$ cat src/rtl/benes_xbar_pipe.sv
// Pipelined Benes permutation network: one registered switch layer per stage, valid/ready flow control.
// Optional XBAR_PERF_CNT_EN adds a 32-bit delivered-beat counter on port beat_cnt.
module benes_xbar_pipe #(
  parameter  int unsigned SIZE     = 32,
  parameter  int unsigned DW       = 16,
  localparam int unsigned TAGWIDTH = $clog2(SIZE),
  localparam int unsigned STAGES   = 2 * TAGWIDTH - 1,
  localparam int unsigned CBITS    = STAGES * SIZE / 2
) (
  input  logic                 clk,
  input  logic                 n_rst,
  input  logic                 ctrl_valid,
  output logic                 ctrl_ready,
  input  logic [CBITS-1:0]     ctrl,
  input  logic                 in_valid,
  output logic                 in_ready,
  input  logic [SIZE*DW-1:0]   in_data,
  output logic                 out_valid,
  input  logic                 out_ready,
  output logic [SIZE*DW-1:0]   out_data
`ifdef XBAR_PERF_CNT_EN
  ,
  output logic [31:0]          beat_cnt
`endif
);

  localparam int unsigned HALF = SIZE / 2;

  logic [CBITS-1:0]   ctrl_q;
  logic [STAGES-1:0]  v_q;
  logic [STAGES-1:0]  v_up;
  logic [STAGES-1:0]  rdy;
  logic [SIZE*DW-1:0] data_q    [STAGES];
  logic [SIZE*DW-1:0] layer_out [STAGES];
  logic               ctrl_load;
  logic               accept;

  // Control word may only change while nothing is in flight.
  assign ctrl_ready = ~|v_q;
  assign ctrl_load  = ctrl_valid && ctrl_ready;
  assign in_ready   = rdy[0] && !ctrl_load;
  assign accept     = in_valid && in_ready;
  assign v_up       = {v_q[STAGES-2:0], accept};

  // A stage can take data if it or any stage downstream holds a bubble, or the sink is ready.
  for (genvar s = 0; s < STAGES; s++) begin : g_rdy
    assign rdy[s] = out_ready || !(&v_q[STAGES-1:s]);
  end

  for (genvar s = 0; s < STAGES; s++) begin : g_layer
    localparam int unsigned GAP = 1 << ((s < STAGES - 1 - s) ? s : STAGES - 1 - s);
    logic [SIZE*DW-1:0] lin;
    logic [SIZE*DW-1:0] lout;

    if (s == 0) begin : g_src_in
      assign lin = in_data;
    end else begin : g_src_reg
      assign lin = data_q[s-1];
    end

    for (genvar j = 0; j < HALF; j++) begin : g_sw
      localparam int unsigned POS = (j % GAP) + 2 * GAP * (j / GAP);
      localparam int unsigned CB  = s * HALF + j;
      assign lout[POS*DW +: DW]       = ctrl_q[CB] ? lin[(POS+GAP)*DW +: DW] : lin[POS*DW +: DW];
      assign lout[(POS+GAP)*DW +: DW] = ctrl_q[CB] ? lin[POS*DW +: DW]       : lin[(POS+GAP)*DW +: DW];
    end

    assign layer_out[s] = lout;
  end

  always_ff @(posedge clk or negedge n_rst) begin
    if (!n_rst) begin
      ctrl_q <= '0;
    end else if (ctrl_load) begin
      ctrl_q <= ctrl;
    end
  end

  always_ff @(posedge clk or negedge n_rst) begin
    if (!n_rst) begin
      v_q <= '0;
    end else begin
      for (int s = 0; s < STAGES; s++) begin
        if (rdy[s]) v_q[s] <= v_up[s];
      end
    end
  end

  // Data registers carry no reset; they only load when a valid beat moves in.
  always_ff @(posedge clk) begin
    for (int s = 0; s < STAGES; s++) begin
      if (rdy[s] && v_up[s]) data_q[s] <= layer_out[s];
    end
  end

  assign out_valid = v_q[STAGES-1];
  assign out_data  = data_q[STAGES-1];

`ifdef XBAR_PERF_CNT_EN
  logic [31:0] beat_cnt_q;

  always_ff @(posedge clk or negedge n_rst) begin
    if (!n_rst) begin
      beat_cnt_q <= '0;
    end else if (out_valid && out_ready) begin
      beat_cnt_q <= beat_cnt_q + 32'd1;
    end
  end

  assign beat_cnt = beat_cnt_q;
`endif

endmodule

$ cat config.mk
export PLATFORM = sky130hd
export DESIGN_NAME = benes_xbar_pipe
export DESIGN_NICKNAME = d
export VERILOG_FILES = /design/src/rtl/benes_xbar_pipe.sv
export SDC_FILE = /design/constraint.sdc
export NUM_CORES = 2
export LEC_CHECK = 0
export CAP_MARGIN = 20
export CELL_PAD_IN_SITES_DETAIL_PLACEMENT = 1
export CELL_PAD_IN_SITES_GLOBAL_PLACEMENT = 1
export CORE_MARGIN = 5
export CORE_UTILIZATION = 40
export CTS_CLUSTER_DIAMETER = 80
export DETAILED_ROUTE_END_ITERATION = 8
export PLACE_DENSITY_LB_ADDON = 0.12
export SLEW_MARGIN = 20
export SYNTH_ARGS = -nofsm -noshare
export SYNTH_HDL_FRONTEND = slang
export SYNTH_MEMORY_MAX_BITS = 65536
export SYNTH_SLANG_ARGS = --single-unit
export TNS_END_PERCENT = 1
$ cat constraint.sdc
create_clock -name clk -period 46.5 [get_ports clk]
set_clock_uncertainty 0.05 [all_clocks]
set_input_delay 9.3 -clock clk [delete_from_list [all_inputs] [get_ports clk]]
set_output_delay 9.3 -clock clk [all_outputs]
set_load 0.1 [all_outputs]
=== Yosys cells after proc, flatten, opt, wreduce, memory -nomap -nowiden ===
Memories as Yosys holds them, arrays and structs flattened.
Cells that the tools add are included.

* Bits in registers: 153
* Bits in writable memories: 4608
* Input port bits: 661
* Memories kept: 1

{| class="wikitable"
|+ Memory list
! memory !! depth !! width !! rd ports !! clocked after memory_dff !! write ports !! RTL line !! source
|-
| data_q || 9 || 512 || 9 || 0 || 9 || 33 || <nowiki>logic [SIZE*DW-1:0] data_q [STAGES];</nowiki>
|}

* Mux-type cells: 306
* Reductions and logical operators: 41

{| class="wikitable"
|+ Operators by type and width
! cell !! count
|-
| two-way mux 16 bit || 288
|-
| two-way mux 1 bit || 18
|-
| logical AND 1 bit || 12
|-
| logical NOT 1 bit || 11
|-
| logical OR 1 bit || 9
|-
| AND reduction 9 bit || 1
|-
| OR reduction 9 bit || 1
|-
| AND reduction 8 bit || 1
|-
| AND reduction 7 bit || 1
|-
| AND reduction 6 bit || 1
|-
| AND reduction 5 bit || 1
|-
| AND reduction 4 bit || 1
|-
| AND reduction 3 bit || 1
|-
| AND reduction 2 bit || 1
|}

=== Logic depth before layout (Yosys ltp) ===
* Word-level depth: 9
* Gate-level depth with buffers: 7

=== Least setup slack after synthesis ===
OpenSTA, ideal clock, no wires.

* Path kind: input-to-reg
* From: input out_ready
* To: memory data_q[0][2048] in the netlist's numbering, enable pin
* Setup time: 2.171 ns
* Arrival time: 46.347 ns
* Required time: 44.279 ns
* Path slack: -2.068 ns
* Cell stages on the path: 3
* Buffers on the path: 0
* Path through: nand3b_1 -> nor2_1 -> a21boi_0

{| class="wikitable"
|+ RTL lines
! what !! RTL line !! source
|-
| start, declared || 19 || <nowiki>input logic out_ready,</nowiki>
|-
| end, declared || 33 ||
|}

=== Worst setup path after layout ===
* From: input ctrl_valid
* To: output in_ready

* Cells in the longest elaborated chain, start to end: 3

{| class="wikitable"
|+ RTL lines
! what !! RTL line !! source
|-
| start, declared || 12 || <nowiki>input logic ctrl_valid,</nowiki>
|-
| logical AND 1 bit || 40 || <nowiki>assign ctrl_load = ctrl_valid && ctrl_ready;</nowiki>
|-
| logical NOT 1 bit || 41 || <nowiki>assign in_ready = rdy[0] && !ctrl_load;</nowiki>
|-
| logical AND 1 bit || 41 ||
|-
| end, declared || 16 || <nowiki>output logic in_ready,</nowiki>
|}

Every way passes these cells.

==> impl_metrics.xml <==
<?xml version="1.0" encoding="UTF-8"?>
<metrics>
  <group name="cells_and_area">
    <metric name="area_growth" unit="%">16.52</metric>
    <metric name="drive_above_1_share" unit="%">48.16</metric>
    <metric name="final_net_count" unit="">12112</metric>
    <metric name="final_core_utilization" unit="%">46.71</metric>
    <metric name="postLayoutCellArea" unit="um^2">235700</metric>
  </group>
  <group name="die">
    <metric name="chip_width" unit="um">721.1</metric>
    <metric name="starting_density_of_the_core" unit="%">40.09</metric>
    <metric name="die_height" unit="um">721.1</metric>
    <metric name="pin_count" unit="">1176</metric>
    <metric name="placementRows" unit="">261</metric>
    <metric name="coreArea" unit="um^2">504500</metric>
    <metric name="floorplan.die_area" unit="um^2">520000</metric>
  </group>
  <group name="detailed_routing">
    <metric name="drt.antenna.violating_nets" unit="">0</metric>
    <metric name="drt_drc_violations_left" unit="">0</metric>
    <metric name="drt_iter0_drc" unit="">12883</metric>
    <metric name="vias" unit="">101793</metric>
    <metric name="detail_route.wirelength" unit="mm">740.0</metric>
    <metric name="drt-pass1-iter-count" unit="">5</metric>
    <metric name="route.detailed.wl_per_inst" unit="um">39.42</metric>
    <metric name="avgViaCountPerCell" unit="">5.422</metric>
  </group>
  <group name="sta">
    <metric name="final-setup-viol-count" unit="">0</metric>
    <metric name="rsz0062_at_grt" unit="">false</metric>
    <metric name="timing_worst_slew_pin_value" unit="ns">1.344</metric>
    <metric name="slew-limit-headroom" unit="%">10.41</metric>
    <metric name="finalHoldViolations" unit="">0</metric>
    <metric name="timing.final.crit_share" unit="%">44.90</metric>
    <metric name="period_minus_slack" unit="ns">20.88</metric>
    <metric name="slew_viol_final" unit="">0</metric>
    <metric name="max_clock_freq" unit="MHz">47.89</metric>
  </group>
  <group name="synthesis">
    <metric name="syn_nets" unit="">11320</metric>
    <metric name="proportion_of_synthesized_area_in_mux_cells" unit="%">26.55</metric>
    <metric name="synthesis.area" unit="um^2">202300</metric>
    <metric name="ys.warnings.count" unit="">0</metric>
    <metric name="yosys.area_share.adder" unit="%">0</metric>
    <metric name="synth-compound-area-share" unit="%">0.03650</metric>
    <metric name="yosys.area_share.xor_xnor" unit="%">0</metric>
    <metric name="yosysSeqAreaShare" unit="%">70.30</metric>
    <metric name="synth_cells" unit="">10659</metric>
    <metric name="largest_family_of_logic_cells_by_synthesized_area" unit="">multiplexers</metric>
    <metric name="syn-mean-instance-area" unit="um^2">18.98</metric>
    <metric name="synth_seq_cells" unit="">4761</metric>
    <metric name="synth_cell_types" unit="">28</metric>
    <metric name="synth-simple-area-share" unit="%">0.08165</metric>
  </group>
  <group name="critical_path">
    <metric name="critical_path_peak_fanout" unit="">2</metric>
    <metric name="endpoint_kind" unit="">output port</metric>
    <metric name="worstPathBufferInverterCount" unit="">2</metric>
    <metric name="cp_common_cell" unit="">clkdlybuf4s50_1</metric>
    <metric name="required_time_of_the_critical_path" unit="ns">37.15</metric>
    <metric name="timing.critical_path.max_delay_family" unit="">buffers and inverters</metric>
    <metric name="slowest_delay" unit="ns">1.18</metric>
    <metric name="ordered_list_of_cells_on_the_worst_path" unit="">clkdlybuf4s50_1 -&gt; nor4b_1 -&gt; and3_1 -&gt; a31oi_1 -&gt; clkdlybuf4s50_1</metric>
    <metric name="timing.setup.critical_path_class" unit="">input port to output port</metric>
    <metric name="start_kind" unit="">input port</metric>
    <metric name="slowest_stage" unit="">clkdlybuf4s50_1</metric>
    <metric name="worst-endpoint-arrival" unit="ns">11.53</metric>
  </group>
  <group name="cts">
    <metric name="cts_buffers" unit="">534</metric>
    <metric name="worst_skew_late_latency" unit="ns">1.08</metric>
    <metric name="cts_hold_buffers" unit="">0</metric>
    <metric name="ctsLongestPathBuffers" unit="">4</metric>
    <metric name="cts_setup_buffers" unit="">0</metric>
    <metric name="clock_tree.root_cell" unit="">clkbuf_16</metric>
    <metric name="post_cts_resized" unit="">0</metric>
    <metric name="clock_sinks" unit="">4761</metric>
    <metric name="cts.htree.levels" unit="">6</metric>
    <metric name="tritoncts_clock_tree" unit="">built</metric>
    <metric name="clkSlewWorstSetupHoldPaths" unit="ns">0.05</metric>
  </group>
  <group name="power">
    <metric name="power.leakage" unit="nW">78.83</metric>
    <metric name="pwr_dens" unit="nW/um^2">57.09</metric>
    <metric name="vdd_drop_max" unit="V">0.00004270</metric>
  </group>
  <group name="grt">
    <metric name="grt_max_degree" unit="">172</metric>
    <metric name="grt_usage" unit="%">27.63</metric>
    <metric name="grt_antenna_before_repair" unit="">171</metric>
    <metric name="globalRoute.totalOverflow" unit="">0</metric>
    <metric name="grt_pass1_wl" unit="mm">955.6</metric>
    <metric name="number_of_global_route_vias_before_repair" unit="">100826</metric>
  </group>
  <group name="flow_run">
    <metric name="cap_violations" unit="">0</metric>
  </group>
  <group name="placement">
    <metric name="place.port_buffers" unit="">1175</metric>
    <metric name="placed_cell_area" unit="um^2">217900</metric>
    <metric name="place_congestion" unit="">1.008</metric>
    <metric name="detailedPlacementHpwl" unit="mm">590.0</metric>
  </group>
  <group name="hold_path">
    <metric name="worst_min_delay_path_class" unit="">register to register</metric>
  </group>
  <group name="run_status">
    <metric name="outcome" unit="">complete, no violations</metric>
  </group>
</metrics>
-- final timing paths --
| path | start | end | slack [ns] | cells past startpoint |
|---|---|---|---|---|
| min reg2reg | ctrl_q[55] | ctrl_q[55] | 0.46 | 1 |
| min in group asynchronous | n_rst | ctrl_q[14] | 8.14 | 1 |
| max | ctrl_valid | in_ready | 25.62 | 5 |
| min | ctrl_q[55] | ctrl_q[55] | 0.46 | 1 |
| max reg2reg | v_q[4] | data_q[0][1361] | 38.92 | 9 |
| max in group asynchronous | n_rst | ctrl_q[142] | 36.48 | 3 |
-- routing by layer --
layer / wire length [um] / vias to the layer above / GRT usage (%)
met5: 57 / - / 0
li1: - / 42959 / -
met2: 339700 / 4304 / 43.59
met3: 44680 / 774 / 3.147
met1: 318100 / 53748 / 38.80
met4: 37480 / 8 / 11.88
-- registers in the layout, indices dropped and copies added (netlist names) --
register / flops
ctrl_q: 144
data_q: 4608
v_q: 9
-- placed cells by master, fill, tap and decap left out, drive strengths merged, types with 4 or more instances in the layout --
master and count:
inv 16, clkbuf 705, nand2 4, a21o 4, diode 200, clkdlybuf4s50 1174, mux2 4752, dfrtp 153
edfxtp 4608, bufinv 41, buf 188, clkinv 179, clkinvlp 13
-- through the flow --
stage               hold slack [ns]  TNS (ns)  power [mW]  std cells  setup WS (ns)
floorplan                    0.4349  -3072.40       8.628      10659         -2.058
global placement             0.4449         0       9.283      17619          25.43
detailed placement           0.4487         0       9.314      17620          25.63
CTS                          0.4595         0       13.53      18572          25.62
global route                 0.4724         0       13.83      18730          25.57
finish                       0.4551         0       13.45      18773          25.62
-- synth_stat cells (all sizes together) --
cell | count | share of area, %
a21boi | 3 | 0.011
a21o | 4 | 0.015
a31o | 1 | 0.0043
a31oi | 2 | 0.0062
and2 | 2 | 0.0062
and3 | 2 | 0.0062
buf | 528 | 2.0
clkbuf | 578 | 1.1
dfrtp | 153 | 1.9
edfxtp | 4608 | 68
inv | 2 | 0.0037
mux2 | 4752 | 27
nand2 | 4 | 0.0074
nand2b | 2 | 0.0062
nand3 | 1 | 0.0025
nand3b | 1 | 0.0037
nand4 | 2 | 0.0062
nor2 | 3 | 0.0056
nor2b | 2 | 0.0062
nor3 | 2 | 0.0049
nor3b | 1 | 0.0037
nor4 | 3 | 0.012
nor4b | 1 | 0.0043
or2 | 2 | 0.0062
-- final cells by class --
type	count	area, um^2
multi-input cells	4790	54010
clock inverters	247	2357
well taps	6706	8391
clock buffers	705	14840
diodes	200	500.5
inverters	2	7.507
repair buffers	1362	13340
flip-flops and latches	4761	142200
fillers	46447	268900
-- kinds of logic (layout without fill, tap and decap cells) --
kind of cell,count (synthesis),in the layout
buffers and inverters,1108,2316
AND/OR/NAND/NOR,28,28
AO/OA/AOI/OAI,10,10
flip-flops,4761,4761
other,0,200
multiplexers,4752,4752
-- where the power goes --
part	total, mW	switching, mW	internal (mW)
Clock	4.19	1.72	2.47
Sequential	6.48	0.612	5.86
Combinational	2.79	1.93	0.855
No activity file was read; power rests on OpenSTA's default activity.
